[src/rtl/sha256_round_ctrl.sv]
// SHA-256 round controller: sequences context load, 64 rounds and the H update for one block.
// Rounds below MSG_WORDS consume one upstream word each and stall while none is available.
module sha256_round_ctrl #(
    parameter int unsigned ROUNDS    = 64,
    parameter int unsigned MSG_WORDS = 16,
    parameter int unsigned CNT_W     = 6
) (
    input  logic             CLK,
    input  logic             rst,
    input  logic             start,
    input  logic             init_ctx,
    input  logic             in_valid,
    output logic             in_rd,
    output logic             ready,
    output logic             busy,
    output logic             ws_load_en,
    output logic             iv_sel,
    output logic             round_en,
    output logic             w_src,
    output logic [CNT_W-1:0] rnd,
    output logic             h_update_en,
    output logic             done
);

    typedef enum logic [1:0] {StIdle, StLoad, StRound, StAdd} state_e;

    state_e           r_state;
    logic [CNT_W-1:0] r_rnd;
    logic             r_iv_sel;
    logic             r_done;

    logic w_in_round;
    logic w_msg_phase;
    logic w_last;
    logic w_round_en;

    assign w_in_round  = (r_state == StRound);
    assign w_msg_phase = (r_rnd < CNT_W'(MSG_WORDS));
    assign w_last      = (r_rnd == CNT_W'(ROUNDS - 1));
    // Message rounds wait for a word; schedule rounds always advance.
    assign w_round_en  = w_in_round && (!w_msg_phase || in_valid);

    always_ff @(posedge CLK) begin
        if (rst) begin
            r_state  <= StIdle;
            r_rnd    <= '0;
            r_iv_sel <= 1'b0;
            r_done   <= 1'b0;
        end else begin
            r_done <= 1'b0;
            case (r_state)
                StIdle: begin
                    if (start) begin
                        r_state  <= StLoad;
                        r_iv_sel <= init_ctx;
                    end
                end
                StLoad: begin
                    r_state <= StRound;
                    r_rnd   <= '0;
                end
                StRound: begin
                    if (w_round_en) begin
                        if (w_last) begin
                            r_rnd   <= '0;
                            r_state <= StAdd;
                        end else begin
                            r_rnd <= r_rnd + CNT_W'(1);
                        end
                    end
                end
                StAdd: begin
                    r_state <= StIdle;
                    r_done  <= 1'b1;
                end
                default: r_state <= StIdle;
            endcase
        end
    end

    assign ready       = (r_state == StIdle);
    assign busy        = !ready;
    assign ws_load_en  = (r_state == StLoad);
    assign iv_sel      = r_iv_sel;
    assign round_en    = w_round_en;
    assign w_src       = w_in_round && w_msg_phase;
    assign in_rd       = w_in_round && w_msg_phase && in_valid;
    assign rnd         = r_rnd;
    assign h_update_en = (r_state == StAdd);
    assign done        = r_done;

endmodule

[config.mk]
export PLATFORM = sky130hd
export DESIGN_NAME = sha256_round_ctrl
export DESIGN_NICKNAME = d
export VERILOG_FILES = /design/src/rtl/sha256_round_ctrl.sv
export SDC_FILE = /design/constraint.sdc
export NUM_CORES = 1
export LEC_CHECK = 0
export BUFFER_PORTS_ARGS = -buffer_cell sky130_fd_sc_hd__clkbuf_2
export CORE_AREA = 8 8 45 47
export CTS_BUF_LIST = sky130_fd_sc_hd__clkbuf_4
export DETAILED_ROUTE_END_ITERATION = 7
export DIE_AREA = 0 0 53 55
export MAX_ROUTING_LAYER = met4
export PLACE_DENSITY = 0.69
export SYNTH_ARGS = -nofsm -noshare
export SYNTH_HDL_FRONTEND = slang
export SYNTH_SLANG_ARGS = --single-unit
[constraint.sdc]
create_clock -name CLK -period 1.8 [get_ports CLK]
set_input_delay 0.36 -clock CLK [delete_from_list [all_inputs] [get_ports CLK]]
set_output_delay 0.36 -clock CLK [all_outputs]
set_load 0.05 [all_outputs]
; Yosys cells after proc, flatten, opt, wreduce, memory -nomap -nowiden
; Index checks and enable logic that the tools add are counted.
[op_classes]
add_sub_neg = 1
n_mux = 8
n_reduce_logical = 11
eq_ne = 7
order_cmp = 1
[op_table]
columns = cell, n
row1 = $mux W6, 2
row2 = $pmux W6 S2, 1
row3 = $pmux W2 S4, 1
row4 = $add A6 B1 Y6 const B, 1
row5 = $eq A6 B6 Y1 const B, 1
row6 = $lt A6 B5 Y1 const B, 1
row7 = $mux W2, 3
row8 = $eq A2 B2 Y1 const B, 2
row9 = $ne A2 B2 Y1 const B, 2
row10 = $reduce_and A2 Y1, 2
row11 = $logic_and A1 B1 Y1, 3
row12 = $reduce_and A3 Y1, 1
row13 = $eq A2 B1 Y1 const B, 1
row14 = $logic_not A1 Y1, 2
row15 = $logic_not A2 Y1, 1
row16 = $ne A2 B1 Y1 const B, 1
row17 = $reduce_bool A2 Y1, 1
row18 = $logic_or A1 B1 Y1, 1
row19 = $mux W1, 1
[word_totals]
wordCells = 32
register_bits = 10

; Depth between registers and ports, before layout
; Gate-level depths: netlist of run 1.
[logic_depth]
depth_word = 6
ltp_mapped = 7
mapped_depth_nobuf = 7

; Least setup slack after synthesis of run 1
; OpenSTA, ideal clock, no wires.
[synth_path]
path_kind = reg2out
from = register r_state[0]
to = output in_rd
path_stages_with_launch = 5
arrival_time_ns = 2.470
required_time_ns = 1.440
path_slack_ns = -1.030
cell_sequence = dfxtp_1 > inv_1 > ha_1 > nor3b_1 > and2_1
[synth_via]
elab_chain_cells = 3
[synth_rtl]
columns = element, line
row1 = "start, declared", 27  ; state_e r_state;
row2 = "start signal, assigned", 45  ; r_state <= StIdle;
row3 = "start signal, assigned", 54  ; r_state <= StLoad;
row4 = "start signal, assigned", 59  ; r_state <= StRound;
row5 = $eq A2 B2 Y1, 37  ; assign w_in_round = (r_state == StRound);
row6 = $logic_and A1 B1 Y1, -
row7 = named net w_src, 19  ; output logic w_src,
row8 = $logic_and A1 B1 Y1, 87  ; assign in_rd = w_in_round && w_msg_phase && in_valid;
row9 = "end, declared", 13  ; output logic in_rd,
; The timed path passes the listed nets, and every way through them passes these cells.

; Worst setup path after layout of run 1
[layout_path]
from = register r_state[1]
to = output in_rd
[layout_via]
elab_chain_cells = 3
[layout_rtl]
columns = element, line
row1 = $eq A2 B2 Y1, 37
row2 = $logic_and A1 B1 Y1 (2 in a row), 87
; No other way between the ends.

==> metrics.txt, run 1 <==
status=completed; routed len/inst=12.6 um; Initial DRC Count=6; post-synth top area share=36.0%; CP Cell Sequence=ha_4 -> nor3b_4 -> and2_4 -> clkbuf_8; transition time of the tightest slew-check pin=0.369 ns; die width=53 um; hold path cells=3; Mapped Nets=78; Post-Layout Cell Count=106; clock-pin transition on the worst setup and hold timing paths=0.06 ns; Leakage=0.335 nW; Design Power=1.01 mW; layout cells sized above 1=35.6%; final hold vios=0; WP data required=1.44 ns; Metal-1 WL=573 um; TritonCTS buffer count=3; total grt overflow=0; crit path max fanout=4; RR Startpoint=rnd[4]$_SDFFE_PP0P_; crit path time final=1.75 ns; register area=201 um^2; Hold Crit Class=in -> reg; FF+latch count, synth=10; vias=556; final period utilization=97.3%; FILL cells=139; CP max-delay cell=dfxtp_1; critical path endpoint category=output port; skew final=0.00220 ns; Worst slew margin=75.4%; post-place setup slack=0.147 ns; final design utilization=54.3%; met2 wire length=605 um; CTS tree=built; cell row count=14; Post-CTS Hold Fix Bufs=0; Placeable Area=1380 um^2; Max-cap violations=0; synthesized cell area=556 um^2; deepest clock path buffer count=2; aggregate global-route resource usage=9.93%; highest routed layer=met4; vias per cell=5.25; peak supply drop=0.748 mV; cell count after synthesis=67; routability congestion estimate=0.729; f_max=571 MHz; die height=55 um; Synth Area in XOR/XNOR=0%; reg2reg path depth=4; YS warnings=0; initial antenna violation count=0; largest cells by area after synthesis=dfxtp_1 36%, ha_1 14%, nand2_1 6.8%, nand3_1 5.4%, a21oi_1 3.6%; wire length on met3=117 um; sequential area share after synthesis=36.0%; IO Pins=20; DRC=0; Clk Latency, worst-skew pair=0.27 ns; mux cell area share after synthesis=1.80%; mean post-synth cell area=8.29 um^2; cell taking the most area after synthesis=dfxtp_1; Adder-Cell Fraction of Synth Area=13.5%; Worst setup SP type=flop; WP data arrival=1.39 ns; Cell variety after synth=29; largest stage delay on the critical path=0.42 ns; H-tree level count=1; RSZ-0062 raised after global routing=no; area of the die=2920 um^2; pin count of the biggest net entering global routing=10; r2r endpoint=rnd[5]$_SDFFE_PP0P_; first-pass GRT wire length=2040 um; ANT cells=0; Simple-Gate Fraction of Synth Area=26.1%; TNS Setup=0 ns; DRT Pass-1 Iters=4; largest family of logic cells by synthesized area=simple AND/OR/NAND/NOR gates; Port-buffer cells=19; max-slew violations=0; Pwr Density=1340 nW/um^2; worst hold start=init_ctx; r2r setup slk=0.34 ns; area of the multi-input gates=370 um^2; setup violators final=0; post-DP HPWL=1040 um; fin nets=103; Synth Area in Compound Gates=18.5%; Detailed Route WL=1340 um; Clock Tree Root=clkbuf_4; CTS Sinks=10; Final WS setup=0.0482 ns; placed insts=102; Area growth, synth to finish=35.4%; Routed Antenna Nets=0; Crit Path Category=reg -> out; Initial Util=40.1%; hold endpoint=iv_sel$_SDFFE_PP0P_; vias in the first global route=499
worst max path at each step:
stage                                       start  endpoint  slack, ns  cells after the start
after floorplan           r_state[0]$_SDFFE_PP0P_     in_rd      -0.06                      4
after global placement    r_state[0]$_SDFFE_PP0P_     in_rd       0.20                      5
after detailed placement  r_state[0]$_SDFFE_PP0P_     in_rd       0.15                      5
after CTS                 r_state[0]$_SDFFE_PP0P_     in_rd       0.04                      5
after global routing      r_state[1]$_SDFFE_PP0P_     in_rd      0.002                      4
final                     r_state[1]$_SDFFE_PP0P_     in_rd       0.05                      4
flip-flops by register name, indices dropped and copies added (netlist names):
| name | flops |
|---|---|
| done | 1 |
| iv_sel | 1 |
| r_state | 2 |
| rnd | 6 |
synth_stat cells:
library cell	instances
o41ai_1	1
inv_2	1
ha_1	6
mux2i_1	1
o21a_1	1
nand2b_1	1
a32oi_1	1
a31oi_1	1
or3_1	1
and2_1	1
nor2b_1	1
nor3_1	1
o31ai_1	1
nand2_1	10
a21oi_1	4
o21ai_1	1
nor2_1	5
clkbuf_1	1
and3_1	1
inv_1	4
o2111ai_1	1
nor3b_1	1
o311a_1	1
dfxtp_1	10
or3b_1	1
nand3_1	6
a21o_1	1
nand4_1	1
o31ai_2	1
cell type report:
class	count	share of cell area (%)
well taps	16	2.66
clock buffers	3	3.00
inverters	5	2.50
multi-input cells	51	49.3
flip-flops and latches	10	26.8
repair buffers	21	15.8
per-stage QoR:
stage | hold WS [ns] | cell area (um^2)
3_5_place_dp | 0.446 | 703
6_report | 0.324 | 752
5_1_grt | 0.329 | 752
3_3_place_gp | 0.445 | 703
4_1_cts | 0.316 | 742
2_1_floorplan | 0.496 | 584
cells in the final DEF (no fill, tap or decap), types with 2 or more instances in the layout:
cell and count:
nand2_1 10, inv_2 2, inv_1 3, buf_4 2
dfxtp_1 9, clkbuf_2 18, nand3_1 6, a21oi_1 4
clkbuf_4 3, ha_1 4, nor2_1 5
power breakdown:
part	internal, mW	leakage [nW]	switching (mW)
Combinational	0.179	0.240	0.397
Sequential	0.249	0.0814	0.0279
Clock	0.0773	0.0138	0.0751
worst max-delay path: cells and delay by family, from the launching register on:
family | cells | cell delay (ns)
simple gates | 2 | 0.35
flops | 1 | 0.42
buf+inv | 1 | 0.17
fa+ha+maj | 1 | 0.19
cell families (layout without fill, tap and decap cells):
family                   Yosys count  in the layout
multiplexers                       1              1
AO/OA/AOI/OAI                     14             14
AND/OR/NAND/NOR                   30             30
adder cells (fa/ha/maj)            6              6
flip-flops                        10             10
buffers and inverters              6             29
repair_timing:
| action | in CTS | in global routing |
|---|---|---|
| pin swaps | 0 | 0 |
| setup buffers | 1 | 0 |
| resized for setup | 3 | 2 |
| endpoints found under the setup margin | 3 | 2 |
metal layers:
layer	global-route usage [%]	up-vias
met5	-	-
met4	7.76	0
met3	3.21	5
met2	16.4	19
met1	9.47	247
li1	-	285
Note: power is estimated with default switching activity, not from simulation.
==> run 2: changes to the inputs <==
--- a/config.mk
+++ b/config.mk
@@ -5,13 +5,14 @@
 export SDC_FILE = /design/constraint.sdc
 export NUM_CORES = 1
 export LEC_CHECK = 0
+export ABC_AREA = 1
 export BUFFER_PORTS_ARGS = -buffer_cell sky130_fd_sc_hd__clkbuf_2
 export CORE_AREA = 8 8 45 47
 export CTS_BUF_LIST = sky130_fd_sc_hd__clkbuf_4
 export DETAILED_ROUTE_END_ITERATION = 7
 export DIE_AREA = 0 0 53 55
 export MAX_ROUTING_LAYER = met4
-export PLACE_DENSITY = 0.69
+export PLACE_DENSITY_LB_ADDON = 0.15
 export SYNTH_ARGS = -nofsm -noshare
 export SYNTH_HDL_FRONTEND = slang
 export SYNTH_SLANG_ARGS = --single-unit
==> run 2 against run 1 <==
Worst setup slack better by 0.038 ns. Critical path depth is 2 higher. Combinational power is 53% higher. Final cell count is 25% higher. Largest power group unchanged. Clock power is 9% higher. First-iteration DRC count is 83% higher. Non-clock buffer count is 1 lower. Flip-flop and latch count stayed put. Power is 34% higher. Via count is 17% higher. Clock skew is 0.0013 ns higher. Synthesized area is 14% higher. Critical path type unchanged.
==> metrics.txt, run 2 <==
largest cells by area after synthesis=dfxtp_1 32%, nand2_1 15%, ha_1 12%, inv_1 7.7%, nand3_1 5.5% (was dfxtp_1 36%, ha_1 14%, nand2_1 6.8%, nand3_1 5.4%, a21oi_1 3.6%); mean post-synth cell area=6.90 um^2 (was 8.29 um^2); total grt overflow=0 (unchanged); RSZ-0062 raised after global routing=no (unchanged); met3 Usage GRT=2.41% (was 3.21%); skew final=0.00355 ns (was 0.00220 ns); Detailed Route WL=1490 um (was 1340 um); max-slew violations=0 (unchanged); RR Startpoint=r_state[0]$_SDFFE_PP0P_ (was rnd[4]$_SDFFE_PP0P_); YS warnings=0 (unchanged); CTS tree=built (unchanged); vias per cell=4.95 (was 5.25); Initial DRC Count=11 (was 6); final hold vios=0 (unchanged); r2r setup slk=0.43 ns (was 0.34 ns); synthesized cell area=634 um^2 (was 556 um^2); vias in the first global route=609 (was 499); Synth top cells by count=26 x nand2_1, 13 x inv_1, 10 x dfxtp_1, 7 x nand3_1 (was 10 x dfxtp_1, 10 x nand2_1, 6 x ha_1, 6 x nand3_1, 5 x nor2_1); post-synth top area share=31.6% (was 36.0%); Crit Path Category=reg -> out (unchanged); max reg flops=6 (unchanged); clock-pin transition on the worst setup and hold timing paths=0.07 ns (was 0.06 ns); DRT Pass-1 Iters=6 (was 4); deepest clock path buffer count=2 (unchanged); met1 Use GR=11.4% (was 9.47%); met2 GRT Util=19.7% (was 16.4%); crit path max fanout=7 (was 4); Leakage=0.415 nW (was 0.335 nW); post-DP HPWL=1150 um (was 1040 um); Port-buffer cells=19 (unchanged); die height=55 um (unchanged); DRC=0 (unchanged); crit path time final=1.71 ns (was 1.75 ns); Worst slew margin=76.1% (was 75.4%); first-pass GRT wire length=2390 um (was 2040 um); sequential area share after synthesis=31.6% (was 36.0%); Pwr Density=1630 nW/um^2 (was 1340 nW/um^2); IO Pins=20 (unchanged); count leader, synth=nand2_1; routability congestion estimate=0.797 (was 0.729); CP Cell Sequence=inv_2 -> ha_2 -> buf_4 -> nand2_2 -> inv_1 -> buf_8 (was ha_4 -> nor3b_4 -> and2_4 -> clkbuf_8); Worst setup SP type=flop (unchanged); Async SR Flop Fraction=0% (unchanged); reg2reg path depth=8 (was 4); Post-synth EDFFs=0 (unchanged); commonest cells after routing, fill and taps aside=26 x nand2_1, 17 x clkbuf_2, 12 x inv_1, 9 x dfxtp_1, 7 x nand3_1 (was 18 x clkbuf_2, 10 x nand2_1, 9 x dfxtp_1, 6 x nand3_1, 5 x nor2_1); cell taking the most area after synthesis=dfxtp_1 (unchanged); largest stage delay on the critical path=0.33 ns (was 0.42 ns); Critical path origin=r_state[0]$_SDFFE_PP0P_ (was r_state[1]$_SDFFE_PP0P_); WP data arrival=1.35 ns (was 1.39 ns); WP data required=1.44 ns (about the same); setup violators final=0 (unchanged); post-place setup slack=0.204 ns (was 0.147 ns); final period utilization=95.2% (was 97.3%); Post-CTS Hold Fix Bufs=0 (unchanged); H-tree level count=1 (unchanged); f_max=584 MHz (was 571 MHz); Max-cap violations=0 (unchanged); gr busiest metal=met2 (unchanged); transition time of the tightest slew-check pin=0.357 ns (was 0.369 ns); CTS Sinks=10 (unchanged); die width=53 um (unchanged); Hold Crit Class=in -> reg (unchanged); r2r endpoint=rnd[5]$_SDFFE_PP0P_ (unchanged); CP endpoint=round_en (was in_rd); Clk Latency, worst-skew pair=0.27 ns (about the same); Placeable Area=1380 um^2 (unchanged); initial antenna violation count=0 (unchanged); routed len/inst=11.3 um (was 12.6 um); layout cells sized above 1=35.3% (was 35.6%); area of the die=2920 um^2 (unchanged); pin count of the biggest net entering global routing=10 (unchanged); FILL cells=124 (was 139); Routed Antenna Nets=0 (unchanged); ANT cells=0 (unchanged); cell row count=14 (unchanged); vias=653 (was 556); Mapped Nets=103 (was 78); Initial Util=45.8% (was 40.1%); CP max-delay cell=dfxtp_2 (was dfxtp_1); peak supply drop=0.944 mV (was 0.748 mV); Main synth FF type=dfxtp_1 (unchanged); fin nets=128 (was 103); TritonCTS buffer count=3 (unchanged); Area growth, synth to finish=30.2% (was 35.4%); critical path endpoint category=output port (unchanged); Final WS setup=0.0866 ns (was 0.0482 ns); FF+latch count, synth=10 (unchanged); Clock Tree Root=clkbuf_4 (unchanged); Cell variety after synth=19 (was 29); cell count after synthesis=92 (was 67); TNS Setup=0 ns (unchanged); aggregate global-route resource usage=11.3% (was 9.93%); status=completed (unchanged); most common cell after layout, fill and taps aside=nand2_1 (was clkbuf_2)
[run 2: cell types whose count changed after synthesis, sizes merged, moves of 2 or more]
| cell | delta |
|---|---|
| inv | +10 |
| nand3 | +2 |
| nand2 | +20 |
| a21oi | +2 |
| o31ai | -2 |
| or2 | +2 |
| nor2 | +3 |
[run 2: worst min-delay path by stage]
stage                         from                      end  cells past startpoint
2_1_floorplan                  rst      iv_sel$_SDFFE_PP0P_                      1
3_3_place_gp   iv_sel$_SDFFE_PP0P_      iv_sel$_SDFFE_PP0P_                      2
3_5_place_dp   iv_sel$_SDFFE_PP0P_      iv_sel$_SDFFE_PP0P_                      2
4_1_cts                        rst          done$_SDFF_PP0_                      2
5_1_grt                        rst  r_state[1]$_SDFFE_PP0P_                      2
6_report                       rst          done$_SDFF_PP0_                      2
[run 2: worst max-delay path: cells and delay by family, from the launching register on]
kind | cells | cell delay, ns
adder cells (fa/ha/maj) | 1 | 0.19
AND/OR/NAND/NOR | 1 | 0.08
buffers and inverters | 4 | 0.47
flip-flops | 1 | 0.33
[run 2: final cells by class]
| cell class | instances | area [um^2] | share of cell area, % |
|---|---|---|---|
| Clock buffer | 3 | 22.5 | 2.73 |
| Timing Repair Buffer | 20 | 121 | 14.7 |
| Sequential cell | 10 | 201 | 24.4 |
| Inverter | 15 | 56.3 | 6.82 |
| Clock inverter | 1 | 3.75 | 0.455 |
| Multi-Input combinational cell | 67 | 400 | 48.5 |
| Tap cell | 16 | 20.0 | 2.42 |
[run 2: power by group]
part	internal [mW]	switching (mW)
registers	0.264	0.0360
logic	0.251	0.632
clock network	0.0803	0.0846
total	0.595	0.752
[run 2: cells by family after synthesis]
family	synth area share, %
and+or+nand+nor	40.8
AOI/OAI and AO/OA	6.90
DFF	31.6
buffers and inverters	8.88
adders and majority gates	11.8
[run 2: what timing repair did]
item,in CTS,in global routing
buffers inserted,0,0
cloned,0,0
setup endpoints to repair,2,2
pin swaps,0,1
gates resized for setup,5,4
[run 2: per-layer routing]
metal,up-vias,routed length [um]
li1,337,-
met1,296,670
met2,15,733
met3,5,59
met4,0,29
met5,-,0
[run 2: stage by stage]
stage	utilization [%]	instance area [um^2]	std cells	power (mW)	hold WS (ns)
2_1_floorplan	-	646	92	0.998	0.429
3_3_place_gp	55.5	768	128	1.16	0.455
3_5_place_dp	55.5	768	128	1.16	0.461
4_1_cts	58.7	812	132	1.34	0.334
5_1_grt	59.7	826	132	1.44	0.360
6_report	59.7	826	132	1.35	0.327
